**src/rtl/ccff_chain_loader_if.sv**
```systemverilog
// Bitstream word stream between the host-side source and the chain loader.
interface ccff_chain_loader_if #(
    parameter int DATA_W = 8
);
    logic [DATA_W-1:0] s_data;
    logic              s_valid;
    logic              s_ready;

    modport master (output s_data, output s_valid, input s_ready);
    modport slave  (input s_data, input s_valid, output s_ready);
endinterface

```
**src/rtl/ccff_chain_loader.sv**
```systemverilog
// Serializes bitstream words, bit 0 first, into a configuration flop chain for
// exactly CHAIN_LEN shifts and flags any 1 seen on the chain tail during the load.
//
// state    | meaning
// ---------+---------------------------------------------------------------
// ST_IDLE  | waiting for start
// ST_FETCH | chain paused, waiting for the next bitstream word
// ST_SHIFT | one chain shift per cycle; word boundary may refill or stall
// ST_DONE  | final shift completed, one-cycle done pulse
module ccff_chain_loader #(
    parameter int DATA_W    = 8,
    parameter int CHAIN_LEN = 32
) (
    input  logic                prog_clk,
    input  logic                pReset_n,
    input  logic                start,
    ccff_chain_loader_if.slave  s_if,
    output logic                ccff_head,
    output logic                config_enable,
    input  logic                ccff_tail,
    output logic                busy,
    output logic                done,
    output logic                tail_err
);
    localparam int CNT_W = $clog2(CHAIN_LEN + 1);
    localparam int IDX_W = (DATA_W > 1) ? $clog2(DATA_W) : 1;
    localparam logic [CNT_W-1:0] LAST_CNT = CNT_W'(CHAIN_LEN - 1);
    localparam logic [IDX_W-1:0] LAST_IDX = IDX_W'(DATA_W - 1);

    typedef enum logic [1:0] {
        ST_IDLE  = 2'd0,
        ST_FETCH = 2'd1,
        ST_SHIFT = 2'd2,
        ST_DONE  = 2'd3
    } state_t;

    state_t            state_q, state_d;
    logic [DATA_W-1:0] word_q, word_d;
    logic [IDX_W-1:0]  bit_idx_q, bit_idx_d;
    logic [CNT_W-1:0]  shift_cnt_q, shift_cnt_d;
    logic              ccff_head_q, ccff_head_d;
    logic              config_enable_q, config_enable_d;
    logic              tail_err_q, tail_err_d;
    logic              ready_c;
    logic [IDX_W-1:0]  bit_idx_inc;

    always_ff @(posedge prog_clk) begin
        if (!pReset_n) begin
            state_q         <= ST_IDLE;
            word_q          <= '0;
            bit_idx_q       <= '0;
            shift_cnt_q     <= '0;
            ccff_head_q     <= 1'b0;
            config_enable_q <= 1'b0;
            tail_err_q      <= 1'b0;
        end else begin
            state_q         <= state_d;
            word_q          <= word_d;
            bit_idx_q       <= bit_idx_d;
            shift_cnt_q     <= shift_cnt_d;
            ccff_head_q     <= ccff_head_d;
            config_enable_q <= config_enable_d;
            tail_err_q      <= tail_err_d;
        end
    end

    assign bit_idx_inc = (bit_idx_q == LAST_IDX) ? '0 : bit_idx_q + IDX_W'(1);

    always_comb begin
        state_d         = state_q;
        word_d          = word_q;
        bit_idx_d       = bit_idx_q;
        shift_cnt_d     = shift_cnt_q;
        ccff_head_d     = ccff_head_q;
        config_enable_d = config_enable_q;
        tail_err_d      = tail_err_q;
        ready_c         = 1'b0;

        // The chain is pre-reset to zeros, so any 1 clocked out of the tail is a fault.
        if (config_enable_q && ccff_tail) begin
            tail_err_d = 1'b1;
        end

        unique case (state_q)
            ST_IDLE: begin
                if (start) begin
                    state_d     = ST_FETCH;
                    shift_cnt_d = '0;
                    bit_idx_d   = '0;
                    tail_err_d  = 1'b0;
                end
            end
            ST_FETCH: begin
                ready_c         = 1'b1;
                config_enable_d = 1'b0;
                if (s_if.s_valid) begin
                    state_d         = ST_SHIFT;
                    word_d          = s_if.s_data >> 1;
                    ccff_head_d     = s_if.s_data[0];
                    config_enable_d = 1'b1;
                    bit_idx_d       = '0;
                end
            end
            ST_SHIFT: begin
                shift_cnt_d = shift_cnt_q + CNT_W'(1);
                bit_idx_d   = bit_idx_inc;
                if (shift_cnt_q == LAST_CNT) begin
                    state_d         = ST_DONE;
                    config_enable_d = 1'b0;
                    ccff_head_d     = 1'b0;
                end else if (bit_idx_q == LAST_IDX) begin
                    // Refill on the boundary cycle so streaming stays gap-free.
                    ready_c = 1'b1;
                    if (s_if.s_valid) begin
                        word_d      = s_if.s_data >> 1;
                        ccff_head_d = s_if.s_data[0];
                    end else begin
                        state_d         = ST_FETCH;
                        config_enable_d = 1'b0;
                        ccff_head_d     = 1'b0;
                    end
                end else begin
                    word_d      = word_q >> 1;
                    ccff_head_d = word_q[0];
                end
            end
            ST_DONE: begin
                config_enable_d = 1'b0;
                state_d         = ST_IDLE;
            end
            default: begin
                state_d = ST_IDLE;
            end
        endcase
    end

    assign s_if.s_ready  = ready_c;
    assign ccff_head     = ccff_head_q;
    assign config_enable = config_enable_q;
    assign tail_err      = tail_err_q;
    assign busy          = (state_q != ST_IDLE);
    assign done          = (state_q == ST_DONE);
endmodule
```
**src/flat_wrapper.sv**
```systemverilog
// flat-port wrapper written by rule: the top's interface ports become plain ports
module ccff_chain_loader_flat 
#(
    parameter int DATA_W    = 8,
    parameter int CHAIN_LEN = 32
)
  (prog_clk, pReset_n, start, ccff_head, config_enable, ccff_tail, busy, done, tail_err, s_if_s_data, s_if_s_valid, s_if_s_ready);
  ccff_chain_loader_if #(.DATA_W(DATA_W)) s_if_i ();
  input  logic prog_clk;
  input  logic pReset_n;
  input  logic start;
  output logic ccff_head;
  output logic config_enable;
  input  logic ccff_tail;
  output logic busy;
  output logic done;
  output logic tail_err;
  input wire logic [$bits(s_if_i.s_data)-1:0] s_if_s_data;
  input wire logic [$bits(s_if_i.s_valid)-1:0] s_if_s_valid;
  output wire logic [$bits(s_if_i.s_ready)-1:0] s_if_s_ready;
  assign s_if_i.s_data = s_if_s_data;
  assign s_if_i.s_valid = s_if_s_valid;
  assign s_if_s_ready = s_if_i.s_ready;
  ccff_chain_loader #(.DATA_W(DATA_W), .CHAIN_LEN(CHAIN_LEN)) u_core (.prog_clk(prog_clk), .pReset_n(pReset_n), .start(start), .s_if(s_if_i), .ccff_head(ccff_head), .config_enable(config_enable), .ccff_tail(ccff_tail), .busy(busy), .done(done), .tail_err(tail_err));
endmodule
```
**config.mk**
```make
export PLATFORM = sky130hd
export DESIGN_NAME = ccff_chain_loader_flat
export DESIGN_NICKNAME = d
export VERILOG_FILES = /design/src/rtl/ccff_chain_loader_if.sv /design/src/rtl/ccff_chain_loader.sv /design/src/flat_wrapper.sv
export SDC_FILE = /design/constraint.sdc
export NUM_CORES = 1
export LEC_CHECK = 0
export BUFFER_PORTS_ARGS = -buffer_cell sky130_fd_sc_hd__buf_2
export CAP_MARGIN = 15
export CORE_MARGIN = 2
export CORE_UTILIZATION = 30
export CTS_CLUSTER_SIZE = 28
export DETAILED_ROUTE_END_ITERATION = 8
export SETUP_SLACK_MARGIN = 0.2
export SLEW_MARGIN = 0
export SYNTH_ARGS = -nofsm -noshare
export SYNTH_HDL_FRONTEND = slang
export SYNTH_SLANG_ARGS = --single-unit
```
**constraint.sdc**
```tcl
create_clock -name prog_clk -period 2.4 [get_ports prog_clk]
set_clock_uncertainty 0.15 [all_clocks]
set_input_delay 0.24 -clock prog_clk [delete_from_list [all_inputs] [get_ports prog_clk]]
set_output_delay 0.24 -clock prog_clk [all_outputs]
set_load 0.005 [all_outputs]
```
======== Word level (Yosys, flattened, before mapping) ========
Index checks and enable logic that the tools add are counted.
cells by class
  add/sub/neg operators ................... 2
  reduce and logical (&&, ||, !) cells .... 13
  multiplexer cells ....................... 32
  equality and inequality tests ........... 10
operators with widths
  operator                                       number
  two-way mux 8 bit                              3
  one-hot mux 8 bit (2 select lines)             1
  two-way mux 1 bit                              13
  one-hot mux 6 bit (2 select lines)             1
  two-way mux 2 bit                              5
  two-way mux 3 bit                              3
  one-hot mux 3 bit (3 select lines)             1
  one-hot mux 2 bit (4 select lines)             1
  adder 6 x 1 -> 6 bit, second input constant    1
  == test 6 x 5 -> 1 bit, second input constant  1
  two-way mux 6 bit                              1
  != test 2 bit, second input constant           3
  AND reduction 2 bit                            3
  AND reduction 3 bit                            2
  nonzero test 2 bit                             3
  nonzero test 3 bit                             2
  == test 2 bit, second input constant           2
  one-hot mux 1 bit (2 select lines)             2
  AND reduction 4 bit                            1
  adder 3 x 1 -> 3 bit, second input constant    1
  == test 3 bit, second input constant           1
  != test 3 x 1 -> 1 bit, second input constant  1
  != test 3 x 2 -> 1 bit, second input constant  1
  one-hot mux 1 bit (3 select lines)             1
  other kinds (3)                                3
storage, ports and cells
  input port bits ......................... 13
  flip-flop bits (word level) ............. 22
  output and inout port bits .............. 6
  word-level logic and storage cells ...... 64

======== Longest topological paths before layout ========
Gate-level depths: netlist of run 1.
  word-level depth ........................ 4
  depth in mapped cells ................... 7
  gate-level depth less buffers ........... 6

======== Worst setup path after synthesis of run 1 ========
No wires, ideal clock.
  kind .................................... reg-to-reg
  from .................................... register u_core.state_q[1]
  to ...................................... register u_core.shift_cnt_q[4]
  clock period less this slack ............ 1.772 ns
  cell stages (with the launch flop) ...... 7
  required time ........................... 2.124 ns
  slack ................................... 0.628 ns
  path buffers ............................ 0
  library setup time ...................... 0.126 ns
  arrival ................................. 1.496 ns
  cells stage by stage .................... dfxtp_1 inv_1 ha_1 mux2i_1 and2b_2 xnor2_1 nor2_1
between the ends
  word-level cells in the longest chain between the ends .. 3
  elaborated cells on any way between the ends .. 6
  classes of those cells .................. eq/ne: 2; mux: 1; reduce/logical: 3
ends and longest elaborated chain
  element                                                               line                     RTL
  start, declared                                                       ccff_chain_loader.sv:37  state_t state_q, state_d;
  start signal, assigned                                                ccff_chain_loader.sv:57  state_q <= state_d;
  == test 2 bit or zero test 2 bit (tied branches)                      ccff_chain_loader.sv:84  unique case (state_q)
  nonzero test 2 bit (no source line) or != test 2 bit (tied branches)  n/a
  AND reduction 2 bit (no source line)                                  n/a
  end signal, assigned                                                  ccff_chain_loader.sv:60  shift_cnt_q <= shift_cnt_d;
  end, declared                                                         ccff_chain_loader.sv:40  logic [CNT_W-1:0] shift_cnt_q, shift_cnt_d;
Parallel ways exist; a longest one is shown, timed or not.
A chain may end at the register's enable or synchronous reset.

======== Final worst setup path of run 1 ========
  from .................................... register u_core.shift_cnt_q[0]
  to ...................................... output port s_if_s_ready
between the ends
  word-level cells in the longest chain between the ends .. 3
ends and longest elaborated chain
  element                             line                      RTL
  == test 6 x 5 -> 1 bit              ccff_chain_loader.sv:107  if (shift_cnt_q == LAST_CNT) begin
  two-way mux 1 bit                   ccff_chain_loader.sv:107
  one-hot mux 1 bit (2 select lines)  ccff_chain_loader.sv:84
  end, declared                       flat_wrapper.sv:20        output wire logic [$bits(s_if_i.s_ready)-1:0] s_if_s_ready;
No other way between the ends.

==> results of run 1 <==
what timing repair did:
item                       in CTS  in global routing
resized for setup               1                  2
setup buffers                   0                  0
setup endpoints to repair       1                  2
power groups by stage:
stage | Clock (mW) | Sequential (mW) | Combinational, mW
2_1_floorplan | 0 | 0.504 | 0.467
5_1_grt | 0.299 | 0.527 | 0.721
3_5_place_dp | 0 | 0.518 | 0.618
3_3_place_gp | 0 | 0.515 | 0.617
4_1_cts | 0.285 | 0.510 | 0.622
6_report | 0.278 | 0.512 | 0.638
cell families after synthesis:
| logic type | after synthesis | share of synthesized area [%] |
|---|---|---|
| AND/OR/NAND/NOR | 58 | 25.05 |
| flip-flops | 22 | 33.52 |
| multiplexers | 3 | 2.286 |
| adder cells (fa/ha/maj) | 10 | 9.524 |
| AO/OA/AOI/OAI | 45 | 24.86 |
| buffers and inverters | 11 | 3.428 |
| XOR/XNOR | 2 | 1.334 |
flip-flops by register name, summed over array words and instances (netlist names):
signal	cells
u_core.tail_err	1
u_core.bit_idx_q	3
u_core.state_q	2
u_core.shift_cnt_q	6
u_core.word_q	8
u_core.config_enable	1
u_core.ccff_head	1
path summary, 6_finish.rpt:
kind	slack, ns	from	cells after the start	to
max	0.38	u_core.shift_cnt_q[0]	6	s_if_s_ready
min	0.06	ccff_tail	3	u_core.tail_err
max reg2reg	0.48	u_core.state_q[1]	6	u_core.shift_cnt_q[4]
min reg2reg	0.32	u_core.word_q[2]	2	u_core.word_q[2]
cells in the final DEF, fill, tap and decap left out, types with 2 or more instances in the layout:
| cell type | Yosys | final |
|---|---|---|
| dfxtp_1 | 22 | 22 |
| buf_2 | 3 | 18 |
| o21ai_0 | 15 | 15 |
| nand2_1 | 10 | 10 |
| nor2_1 | 10 | 10 |
| ha_1 | 10 | 9 |
| nand3_1 | 7 | 7 |
| inv_1 | 6 | 6 |
| nor2b_1 | 6 | 6 |
| nand2b_1 | 6 | 6 |
| nor3b_1 | 5 | 5 |
| o211a_1 | 5 | 5 |
| a31oi_1 | 4 | 4 |
| a21oi_1 | 4 | 4 |
| clkbuf_8 | 0 | 4 |
| a21boi_0 | 3 | 3 |
| o31ai_1 | 3 | 3 |
| nor3_1 | 2 | 2 |
| and2b_2 | 2 | 2 |
| mux2i_1 | 3 | 2 |
| xnor2_1 | 2 | 2 |
stage by stage:
stage	hold WS [ns]	setup slack (ns)	instances	util [%]
after global placement	0.3064	0.3996	217	33.86
after CTS	0.06504	0.3181	221	35.20
after detailed placement	0.3120	0.3466	217	33.86
after floorplan	0.2286	0.6277	151	-
after global routing	0.07005	0.2345	221	35.52
final	0.06384	0.3840	221	35.52
layer usage:
metal  vias up  routed length [um]
li1        586                   -
met1       517                1409
met2        15                1339
met3         4                  99
met4         0                  42
met5         -                   0
worst min-delay path: cells and delay by family:
family,cells,cell delay [ns]
AOI/OAI and AO/OA,1,0.06
buffers and inverters,1,0.07
and+or+nand+nor,1,0.08
cell type report:
type                       count  area, um^2
inverter                       6       22.52
clock buffer                   4       55.05
sequential                    22       440.4
multi-input combinational    118       844.6
tap                           52       65.06
fill                         453        2769
timing repair buffer          19       97.59
==> results.ini, run 1 <==
[critical_path]
slowest_delay_ns = 0.35
worstPathCellList = ha_1, and3_2, nand2_2, a31oi_1, nor2b_1, buf_2
crit_fanout = 7
crit_family = simple AND/OR/NAND/NOR gates
crit_type = flop to output port
cp-end-kind = output port
cp-start-kind = flop
slowest_stage = dfxtp_1
crit_buf_inv = 1
arrival_ns = 1.63
required_ns = 2.01

[outcome]
status = completed

[route]
final_antenna_net_count = 0
vias_per_cell = 5.077
routed_wl_um = 2891
vias = 1122
remaining_drc_errors = 0
firstDrtPassIters = 4
drt-wirelength-per-cell_um = 13.08
drtIter0Drc = 41

[clock_tree]
htreeDepth = 1
cts_tree = yes
clkTransAtPathRegs_ns = 0.09
clockBufferDepth = 2
cts_buffers = 3
ctsHoldBuffers = 0
clock_sinks = 22
insertion_delay_ns = 0.27
cts_root_buffer = clkbuf_8

[synth]
yosys_warnings = 0
syn_nets = 174
synth_area_um2 = 1314
synth_enable_flop_cells = 0
ys_top_cells_by_area = dfxtp_1 (34%), ha_1 (9.5%), o21ai_0 (5.7%), o211a_1 (3.8%), nand2_1 (2.9%)
yosysMostFrequentCell = dfxtp_1
netlist_top_cells_count = dfxtp_1 (22), o21ai_0 (15), ha_1 (10), nand2_1 (10), nor2_1 (10)
ys_ff_latch = 22
yosysSeqAreaShare_pct = 33.52
async_flop_share_pct = 0
syn_area_per_cell_um2 = 8.700
synth_cell_types = 42
yosysTopAreaCell = dfxtp_1
synthCells = 151
synthFlopType = dfxtp_1
yosysTopAreaCellShare_pct = 33.52

[timing]
final.setup.tns_ns = 0
min_period_over_period_pct = 84.00
worst_slew_pin_slew_ns = 0.3729
rsz0062_at_grt = false
maxSlewHeadroom_pct = 75.09
drv_slew = 0
fin_crit_ns = 2.016
setup_violations = 0
clock.fmax_mhz = 496.0
hold_viol_final = 0

[placement]
dp_hpwl_um = 2067
numPortBuffers = 18
postPlaceCellArea_um2 = 1454
gp_congestion = 0.8185

[power_and_ir_drop]
p_comb_share_pct = 44.7
p_leak_nw = 0.6560
power.internal_mw = 0.8709
max-vdd-ir-drop_uv = 273.4
p_switching_mw = 0.5575
seq_power_share_pct = 35.8
clock_power_share_pct = 19.5
power.total_mw = 1.428
switching_share_pct = 39.03
p_per_area_nw_per_um2 = 936.5

[cells_and_area]
drive_above_1_share_pct = 19.53
diodes = 0
fin_area_um2 = 1525
nets = 193
syn_to_final_growth_pct = 16.10

[floorplanning]
dieArea_um2 = 4925
rows = 24
start_util_pct = 30.59
io_pins = 19
fp.dieH_um = 70.18
core_um2 = 4294
die-width_um = 70.18

[global_route]
grt_pass1_vias = 1078
grt_max_degree = 23
gr-usage-met2_pct = 19.89
grt.total_usage_pct = 12.70
grt_remaining_overflow = 0
grtUsageMet1_pct = 17.30
grt.busiest_layer = met2
grt_pass1_wl_um = 5071
antenna_found_initial = 0
use_met3_pct = 2.309

[flow_run]
maxCapViolations = 0

[worst_hold_path]
hp-class = input pin to flop

No activity file was read; power rests on OpenSTA's default activity.
==> run 2, diff against run 1 <==
clock period = 2.1 ns   (was 2.4 ns; I/O delays follow)
==> results.ini, run 2 (synthesized netlist as in run 1, its figures left out) <==
[outcome]
status = completed

[clock_tree]
clock_sinks = 22
htreeDepth = 1
cts_buffers = 3
cts_tree = yes
clockBufferDepth = 2
clkTransAtPathRegs_ns = 0.09
insertion_delay_ns = 0.27
cts_root_buffer = clkbuf_8

[critical_path]
arrival_ns = 1.50
cp-end-kind = output port
slowest_delay_ns = 0.37
crit_buf_inv = 1
crit_family = simple AND/OR/NAND/NOR gates
worstPathCellList = ha_4, and3_4, nand2_4, a31oi_4, nor2b_1, buf_2
crit_fanout = 7
required_ns = 1.74
crit_type = flop to output port
cp-start-kind = flop
slowest_stage = dfxtp_4

[cells_and_area]
mostFrequentLayoutCells = buf_2 (18), dfxtp_1 (18), o21ai_0 (15)
final_cells = 226
nets = 198
diodes = 0
drive_above_1_share_pct = 27.59
largest_reg_flops = 8
post-route-util_pct = 38.11
top_regs = u_core.word_q x8, u_core.shift_cnt_q x6, u_core.bit_idx_q x3
syn_to_final_growth_pct = 24.57
regMostFlops = u_core.word_q

[floorplanning]
fp.dieH_um = 70.18
io_pins = 19
start_util_pct = 30.59
rows = 24
core_um2 = 4294
die-width_um = 70.18
dieArea_um2 = 4925

[timing]
fin_crit_ns = 1.856
setup_violations = 0
worst_slew_pin_slew_ns = 0.3599
setup_slack_ns = 0.2443
hold_viol_final = 0
maxSlewHeadroom_pct = 75.75
final.setup.tns_ns = 0
drv_slew = 0
clock.fmax_mhz = 538.9
rsz0062_at_grt = true
min_period_over_period_pct = 88.37

[route]
remaining_drc_errors = 0
final_antenna_net_count = 0
vias_per_cell = 5.283
routed_wl_um = 3116
vias = 1194
drt-wirelength-per-cell_um = 13.79
firstDrtPassIters = 4
drtIter0Drc = 29

[global_route]
antenna_found_initial = 0
grt_remaining_overflow = 0
grt_pass1_vias = 1119
grt.total_usage_pct = 12.64
grt_pass1_wl_um = 5050
grt_max_degree = 23

[placement]
gp_congestion = 0.7996
numPortBuffers = 18
dp_cells = 219
dp_hpwl_um = 2145
place_ws_ns = 0.1456

[power_and_ir_drop]
p_leak_nw = 0.7029
p_per_area_nw_per_um2 = 1104
max-vdd-ir-drop_uv = 464.1

[flow_run]
maxCapViolations = 0

[worst_hold_path]
hp-class = input pin to flop

## run 2: changes by cell type in the layout (fill, tap and decap cells not counted), sizes merged
cell    delta
buf        +5
clkbuf     -1
bufinv     +1
## run 2: report_power, final
part	internal [mW]	switching [mW]	leakage [nW]
registers	0.519	0.0766	0.181
logic	0.353	0.441	0.486
clock network	0.255	0.162	0.0357
total	1.13	0.679	0.703
## run 2: repair_timing
item	4_1_cts	5_1_grt
buffers inserted	0	3
hold buffers	0	0
gates resized for setup	7	11
setup endpoints to repair	10	15
cloned	0	0
pin swaps	0	0
## run 2: tightest hold or removal path, stage by stage
cell and delay [ns]:
buf_2 0.07, a21oi_1 0.05, nor2_1 0.08
## run 2: worst paths after layout
path                                             from                to  slack, ns  cells past startpoint
worst max-delay path            u_core.shift_cnt_q[0]      s_if_s_ready       0.24                      6
worst max register to register      u_core.state_q[1]  u_core.word_q[3]       0.34                      6
worst min register to register       u_core.word_q[2]  u_core.word_q[2]       0.32                      2
worst min-delay path                        ccff_tail   u_core.tail_err       0.02                      3
## run 2: through the flow
step | power [mW] | hold WS (ns) | instance area [um^2]
6_report | 1.806 | 0.02371 | 1637
5_1_grt | 1.929 | 0.06136 | 1637
4_1_cts | 1.757 | 0.02538 | 1564
3_5_place_dp | 1.320 | 0.3048 | 1469
3_3_place_gp | 1.315 | 0.3015 | 1469
2_1_floorplan | 1.110 | 0.1986 | 1314
## run 2: layer usage
metal,global-route usage [%],share of wire [%],vias to the layer above
met2,20.63,48,20
met1,16.22,48,572
met4,4.701,1.8,0
li1,-,-,595
met3,2.886,3.0,7
met5,0,0,-
## run 2: final cells by class
cell class,instances,area [um^2]
Fill cell,455,2658
Clock buffer,3,41.29
Clock inverter,1,30.03
Tap cell,52,65.06
Inverter,6,22.52
Sequential cell,22,447.9
Timing Repair Buffer,24,135.1
Multi-Input combinational cell,118,894.6
